### src/rtl/div_unit.sv
// Multi-cycle radix-2 restoring divider for DIV/DIVU with a start/ready handshake.
// Produces {remainder, quotient}; operations can be cancelled with annul.
module div_unit #(
   parameter int WIDTH = 32
) (
   input  logic                 clk,
   input  logic                 rst,
   input  logic                 div_start,
   input  logic                 signed_div,
   input  logic [WIDTH-1:0]     opdata1,
   input  logic [WIDTH-1:0]     opdata2,
   input  logic                 annul,
   output logic [2*WIDTH-1:0]   result,
   output logic                 div_ready
);

   localparam int CNT_W = $clog2(WIDTH) + 1;

   typedef enum logic [1:0] {
      S_IDLE   = 2'd0,
      S_BYZERO = 2'd1,
      S_ON     = 2'd2,
      S_END    = 2'd3
   } state_t;

   state_t             state_reg;
   logic [CNT_W-1:0]   cnt_reg;
   logic [WIDTH-1:0]   rem_reg;
   logic [WIDTH-1:0]   quo_reg;
   logic [WIDTH-1:0]   divisor_reg;
   logic [WIDTH-1:0]   dividend_reg;
   logic               qneg_reg;
   logic               rneg_reg;

   logic [WIDTH-1:0]   op1_abs;
   logic [WIDTH-1:0]   op2_abs;
   logic [WIDTH:0]     rem_shift;
   logic [WIDTH:0]     diff;
   logic [WIDTH-1:0]   rem_final;
   logic [WIDTH-1:0]   quo_final;

   // Magnitudes of the operands; the most negative value maps onto itself,
   // which is exactly its unsigned magnitude.
   always_comb begin
      op1_abs = (signed_div && opdata1[WIDTH-1]) ? (~opdata1 + 1'b1) : opdata1;
      op2_abs = (signed_div && opdata2[WIDTH-1]) ? (~opdata2 + 1'b1) : opdata2;
   end

   // One restoring step: bring in the next dividend bit and try to subtract.
   always_comb begin
      rem_shift = {rem_reg, quo_reg[WIDTH-1]};
      diff      = rem_shift - {1'b0, divisor_reg};
      rem_final = rneg_reg ? (~rem_reg + 1'b1) : rem_reg;
      quo_final = qneg_reg ? (~quo_reg + 1'b1) : quo_reg;
   end

   always_ff @(posedge clk) begin
      if (rst) begin
         state_reg    <= S_IDLE;
         cnt_reg      <= '0;
         rem_reg      <= '0;
         quo_reg      <= '0;
         divisor_reg  <= '0;
         dividend_reg <= '0;
         qneg_reg     <= 1'b0;
         rneg_reg     <= 1'b0;
         result       <= '0;
         div_ready    <= 1'b0;
      end else begin
         div_ready <= 1'b0;
         case (state_reg)
            S_IDLE: begin
               if (div_start && !annul) begin
                  cnt_reg      <= '0;
                  rem_reg      <= '0;
                  quo_reg      <= op1_abs;
                  divisor_reg  <= op2_abs;
                  dividend_reg <= opdata1;
                  qneg_reg     <= signed_div & (opdata1[WIDTH-1] ^ opdata2[WIDTH-1]);
                  rneg_reg     <= signed_div & opdata1[WIDTH-1];
                  state_reg    <= (opdata2 == '0) ? S_BYZERO : S_ON;
               end
            end
            S_BYZERO: begin
               if (annul || !div_start) begin
                  state_reg <= S_IDLE;
               end else begin
                  result    <= {dividend_reg, {WIDTH{1'b1}}};
                  div_ready <= 1'b1;
                  state_reg <= S_END;
               end
            end
            S_ON: begin
               if (annul || !div_start) begin
                  state_reg <= S_IDLE;
               end else if (cnt_reg == CNT_W'(WIDTH)) begin
                  result    <= {rem_final, quo_final};
                  div_ready <= 1'b1;
                  state_reg <= S_END;
               end else begin
                  if (!diff[WIDTH]) begin
                     rem_reg <= diff[WIDTH-1:0];
                     quo_reg <= {quo_reg[WIDTH-2:0], 1'b1};
                  end else begin
                     rem_reg <= rem_shift[WIDTH-1:0];
                     quo_reg <= {quo_reg[WIDTH-2:0], 1'b0};
                  end
                  cnt_reg <= cnt_reg + 1'b1;
               end
            end
            S_END: begin
               // A start still asserted here belongs to the op just finished.
               state_reg <= S_IDLE;
            end
            default: state_reg <= S_IDLE;
         endcase
      end
   end

endmodule

### config.mk
export PLATFORM = sky130hd
export DESIGN_NAME = div_unit
export DESIGN_NICKNAME = d
export VERILOG_FILES = /design/src/rtl/div_unit.sv
export SDC_FILE = /design/constraint.sdc
export NUM_CORES = 1
export LEC_CHECK = 0
export CORE_MARGIN = 2
export CORE_UTILIZATION = 55
export DETAILED_ROUTE_END_ITERATION = 8
export GPL_ROUTABILITY_DRIVEN = 1
export PLACE_DENSITY = 0.78
export SYNTH_ARGS = -nofsm -noshare
export SYNTH_HDL_FRONTEND = slang
export SYNTH_SLANG_ARGS = --single-unit
### constraint.sdc
create_clock -name clk -period 5.8 [get_ports clk]
set_clock_uncertainty 0.15 [all_clocks]
set_input_delay 0.58 -clock clk [delete_from_list [all_inputs] [get_ports clk]]
set_output_delay 0.58 -clock clk [all_outputs]
set_load 0.02 [all_outputs]
==> impl_metrics.toml, run 1 <==
[timing]
slew_violations = 0
hold_viol = 0
worstMarginPinSlew_ns = 1.062
setup_slack_ns = 1.356
rsz0062_at_grt = "false"
final-setup-viol-count = 0
slew-limit-headroom_pct = 27.38
min_period_ns = 4.444
hold_slack_ns = 0.2786
finalSetupTns_ns = 0
fin_crit_sh_pct = 76.63
fmax_mhz = 225.0

[layout]
syn_to_final_growth_pct = 17.96
drive_gt1_share_pct = 3.871
top_register = "result"
fin_cells = 1959
multi_input_area_um2 = 7438
regArea_um2 = 4064
nNetsFinal = 1776
nFillCells = 1890
antennaDiodeCount = 0
final_util_pct = 65.59
largest_reg_flops = 64

[yosys]
yosysTopAreaCell = "dfxtp_1"
synth_area_leaders = "dfxtp_1 (34%), nand2_1 (7.9%), xor2_1 (7.4%)"
ys.flop_type = "dfxtp_1"
yosysSeqAreaShare_pct = 33.70
ys_top_cells_by_count = "nand2_1 (253), dfxtp_1 (203), nor2_1 (166), a21oi_1 (162), o21ai_0 (104)"
synth_area_per_cell_um2 = 7.561
synth_area_um2 = 12060
yosysWarnings = 0
synth_nets = 1706
synth_edf_count = 0
ys_types = 58
ys_ff_latch = 203
netlist_instances = 1595
async_flop_share_pct = 0
synth_top_area_share_pct = 33.70
yosysMostFrequentCell = "nand2_1"

[pwr]
peakVddDrop_uv = 185.9
p_leak_nw = 5.118
power_density_nw_per_um2 = 322.7

[drt]
drt_iter0_drc = 816
post-route-drc-count = 0
via_count = 11610
routedWlPerCell_um = 16.88
drt_wl_total_mm = 33.07
dr.pass1.iters = 5
viasPerCell = 5.924
final_antenna_net_count = 0

[placed_design]
gp_congestion = 0.9313
numPortBuffers = 133
dp_hpwl_mm = 24.42
place_inst = 1920
place_ws_ns = 1.476

[setup_path]
critPathMaxStageDelay_ns = 0.94
end_kind = "flip-flop"
reg2reg_depth = 11
cp.required_ns = 6.07
cp_slowest_cell = "a2111oi_0"
path_cells = "inv_1, ha_1, fa_1, nand2b_1, a21oi_1, o2111ai_1, a2111oi_0, nand4bb_1, and4_1, nand2_1, o21ai_0"
r2r_end = "rem_reg[24]"
r2r-start = "quo_reg[31]"
cp_max_fo = 21
worstSetupStartpointType = "flip-flop"
r2r_setup_slack_ns = 1.36
path_class = "reg2reg"
arrival_ns = 4.71

[clocking]
cts_resized = 0
clkTransAtPathRegs_ns = 0.06
hold_buffers = 0
cts_buffers = 23
clockRootBuffer = "clkbuf_16"
cts_buffer_depth = 3
cts-htree-levels = 1
cts_tree = "built"
cts_setup_buffers = 0
insertion_delay_ns = 0.51
cts.sinks = 203

[hold_path]
holdPathEnd = "quo_reg[0]"
min_from = "rst"
hp-class = "in2reg"
min_path_cells = 2

[global_routing]
grt_pass1_wl_mm = 52.39
grt_start_max_net_pins = 109
grt_use_total_pct = 27.01
antenna_found_initial = 0
overflow = 0
grt_pass1_vias = 10380

[run]
maxCapViolations = 0

[die]
die_x_um = 152.1
pin_count = 134
fp-row-count = 54
die_h_um = 152.1
initial_core_util_pct = 55.61
design.core.area_um2 = 21690
die_area_um2 = 23130

[status]
status = "complete, no violations"
==> cell type report <==
class	instances	share of cell area [%]
multi-input cells	1239	52.29
inverters	54	1.425
clock inverters	7	0.7740
clock buffers	32	4.565
flip-flops and latches	203	28.57
repair buffers	144	9.921
well taps	280	2.463
==> report_power, final <==
group          internal (mW)  leakage [nW]  switching, mW
logic                  0.540          3.09          0.938
registers               1.53          1.65          0.119
clock network          0.908         0.376          0.560
==> critical path, delay by kind of cell (launching register included) <==
family	cells	cell delay (ns)
buffers and inverters	1	0.09
AND/OR/NAND/NOR	4	1.51
flip-flops	1	0.34
AO/OA/AOI/OAI	4	1.63
adder cells (fa/ha/maj)	2	0.64
==> cell families (layout without fill, tap and decap cells) <==
| group | after synthesis | in the layout | synth area share (%) |
|---|---|---|---|
| xor+xnor | 146 | 146 | 10.60 |
| simple gates | 566 | 566 | 20.94 |
| compound gates | 474 | 474 | 24.61 |
| fa+ha+maj | 42 | 42 | 4.420 |
| mux | 11 | 11 | 0.9130 |
| buf+inv | 153 | 237 | 4.824 |
| flops | 203 | 203 | 33.70 |
==> metrics by stage <==
stage	cell area, um2	total power [mW]
2_1_floorplan	12060	2.721
3_3_place_gp	13470	3.118
3_5_place_dp	13470	3.138
4_1_cts	14230	4.604
5_1_grt	14230	4.855
6_report	14230	4.591
==> how the worst max path moves through the flow <==
| stage | end | slack, ns | cells after the start | start |
|---|---|---|---|---|
| floorplan | rem_reg[17] | 2.45 | 12 | quo_reg[31] |
| global placement | rem_reg[15] | 1.53 | 11 | quo_reg[31] |
| detailed placement | rem_reg[30] | 1.48 | 11 | quo_reg[31] |
| CTS | rem_reg[24] | 1.40 | 11 | quo_reg[31] |
| global route | rem_reg[24] | 0.95 | 11 | quo_reg[31] |
| finish | rem_reg[24] | 1.36 | 11 | quo_reg[31] |
==> routing by layer <==
| layer | part of all wire, % | track usage, % | vias up |
|---|---|---|---|
| li1 | - | - | 5772 |
| met1 | 43 | 34.80 | 5355 |
| met2 | 47 | 46.61 | 403 |
| met3 | 5.8 | 3.508 | 76 |
| met4 | 3.3 | 9.435 | 0 |
| met5 | 0 | 0 | - |
==> placed cells by master, fill, tap and decap left out, drive strengths merged, types with 14 or more instances in the layout <==
cell type	instances
a21oi	162
a211oi	68
o21ai	106
or4	15
xor2	102
o31ai	25
dfxtp	203
nor2	166
nor4	14
clkdlybuf4s50	132
inv	54
clkbuf	32
nor3	22
xnor2	44
o211ai	18
o41ai	22
nand2	253
nand2b	14
nand3	20
ha	41
No activity file was read; power rests on OpenSTA's default activity.
==> inputs of run 2 (changes only) <==
Clock period 5.8 ns to 4.5 ns, I/O delays scaled along.
==> run 2 against run 1 <==
Effect of this change: wire length up 1.7%; hold slack better by 0.022 ns; design area up 0.95%; critical path type unchanged; non-clock buffer count up 3; worst setup slack worse by 0.52 ns; combinational power up 29%; core utilization up 0.62 points; largest power group unchanged.
==> impl_metrics.toml, run 2 (synthesis gave the netlist of run 1 again) <==
[timing]
rsz0062_at_grt = "false"
slew-limit-headroom_pct = 25.90
hold_viol = 0
min_period_ns = 3.663
worstMarginPinSlew_ns = 1.110
finalSetupTns_ns = 0
final-setup-viol-count = 0
fmax_mhz = 273.0
slew_violations = 0
fin_crit_sh_pct = 81.40
hold_slack_ns = 0.3009

[layout]
drive_gt1_share_pct = 4.162
final_util_pct = 66.22
layout_commonest_cell = "nand2_1"
nFillCells = 1898
top_register = "result"
antennaDiodeCount = 0
syn_to_final_growth_pct = 19.08
final_cell_mix = "nand2_1 (253), dfxtp_1 (203), nor2_1 (165)"
nNetsFinal = 1779
design_area_um2 = 14360
largest_reg_flops = 64

[drt]
drt_wl_total_mm = 33.63
final_antenna_net_count = 0
via_count = 11620
dr.pass1.iters = 5
post-route-drc-count = 0
viasPerCell = 5.923
routedWlPerCell_um = 17.14
drt_iter0_drc = 871

[run]
maxCapViolations = 0

[setup_path]
r2r-start = "quo_reg[31]"
worstSetupStartpointType = "flip-flop"
arrival_ns = 3.91
cp_max_fo = 16
cp.required_ns = 4.75
r2r_end = "rem_reg[10]"
r2r_setup_slack_ns = 0.84
end_kind = "flip-flop"
path_class = "reg2reg"
reg2reg_depth = 13

[hold_path]
hp-class = "reg2reg"
min_from = "divisor_reg[31]"
holdPathEnd = "divisor_reg[31]"
min_path_cells = 2

[die]
fp-row-count = 54
pin_count = 134
die_h_um = 152.1
design.core.area_um2 = 21690
die_area_um2 = 23130
die_x_um = 152.1
initial_core_util_pct = 55.61

[clocking]
cts.sinks = 203
insertion_delay_ns = 0.51
cts_resized = 0
cts_setup_buffers = 0
cts_buffers = 23
cts_buffer_depth = 3
clkTransAtPathRegs_ns = 0.06
hold_buffers = 0
cts-htree-levels = 1
cts_tree = "built"
clockRootBuffer = "clkbuf_16"

[placed_design]
placed_cell_area_um2 = 13510
gp_congestion = 0.9601
numPortBuffers = 133
dp_hpwl_mm = 24.57

[global_routing]
antenna_found_initial = 0
grt_pass1_vias = 10280
overflow = 0
grt_pass1_wl_mm = 53.26
grt_start_max_net_pins = 103
grt_use_total_pct = 27.54

[pwr]
power_density_nw_per_um2 = 428.0
peakVddDrop_uv = 209.6
p_leak_nw = 5.181

[status]
status = "complete, no violations"
-- run 2: cell types whose count changed in the layout (fill, tap and decap cells not counted), sizes merged --
cell      previous run  this run
clkinv               4         2
clkbuf              32        30
buf                 12        15
clkinvlp             0         1
bufinv               3         6
-- run 2: area by class of cell --
type / count / area [um2] / area share (%)
multi-input cells: 1239 / 7436 / 51.78
flip-flops and latches: 203 / 4064 / 28.30
repair buffers: 147 / 1459 / 10.16
clock buffers: 30 / 651.9 / 4.539
well taps: 280 / 350.3 / 2.439
inverters: 54 / 202.7 / 1.411
clock inverters: 9 / 197.7 / 1.377
-- run 2: where the power goes --
| group | internal, mW | switching, mW |
|---|---|---|
| registers | 1.97 | 0.164 |
| clock network | 1.36 | 0.747 |
| logic | 0.708 | 1.21 |
| total | 4.03 | 2.12 |
-- run 2: metrics by stage --
step           std cells  total power [mW]  setup slack, ns
6_report            1962             6.147           0.8368
5_1_grt             1962             6.477           0.7255
4_1_cts             1962             6.156           0.8763
3_5_place_dp        1923             4.056           0.7664
3_3_place_gp        1923             4.033           0.8608
2_1_floorplan       1595             3.507            1.150
-- run 2: layer usage --
metal	share of wire (%)	GRT usage, %
met1	44	36.46
met2	46	45.45
met3	6.1	3.451
met4	4.1	11.66
met5	0	0
-- run 2: worst max-delay path, cell delays in order, from the launching register on --
cell       delay, ns
dfxtp_1         0.34
inv_1           0.09
ha_1            0.25
fa_1            0.40
nand2b_1        0.18
a21oi_1         0.19
o2111ai_1       0.22
a2111oi_0       0.42
buf_4           0.20
nand4bb_1       0.13
and4_1          0.34
buf_4           0.28
a21oi_1         0.10
a22o_1          0.24
-- run 2: how the worst max path moves through the flow --
stage          cells past startpoint            to  slack (ns)         from
5_1_grt                           13   rem_reg[10]        0.73  quo_reg[31]
4_1_cts                           13   rem_reg[10]        0.88  quo_reg[31]
3_5_place_dp                       9   quo_reg[31]        0.77   opdata1[2]
3_3_place_gp                      10  state_reg[1]        0.86   opdata2[3]
6_report                          13   rem_reg[10]        0.84  quo_reg[31]
2_1_floorplan                     12   rem_reg[17]        1.15  quo_reg[31]
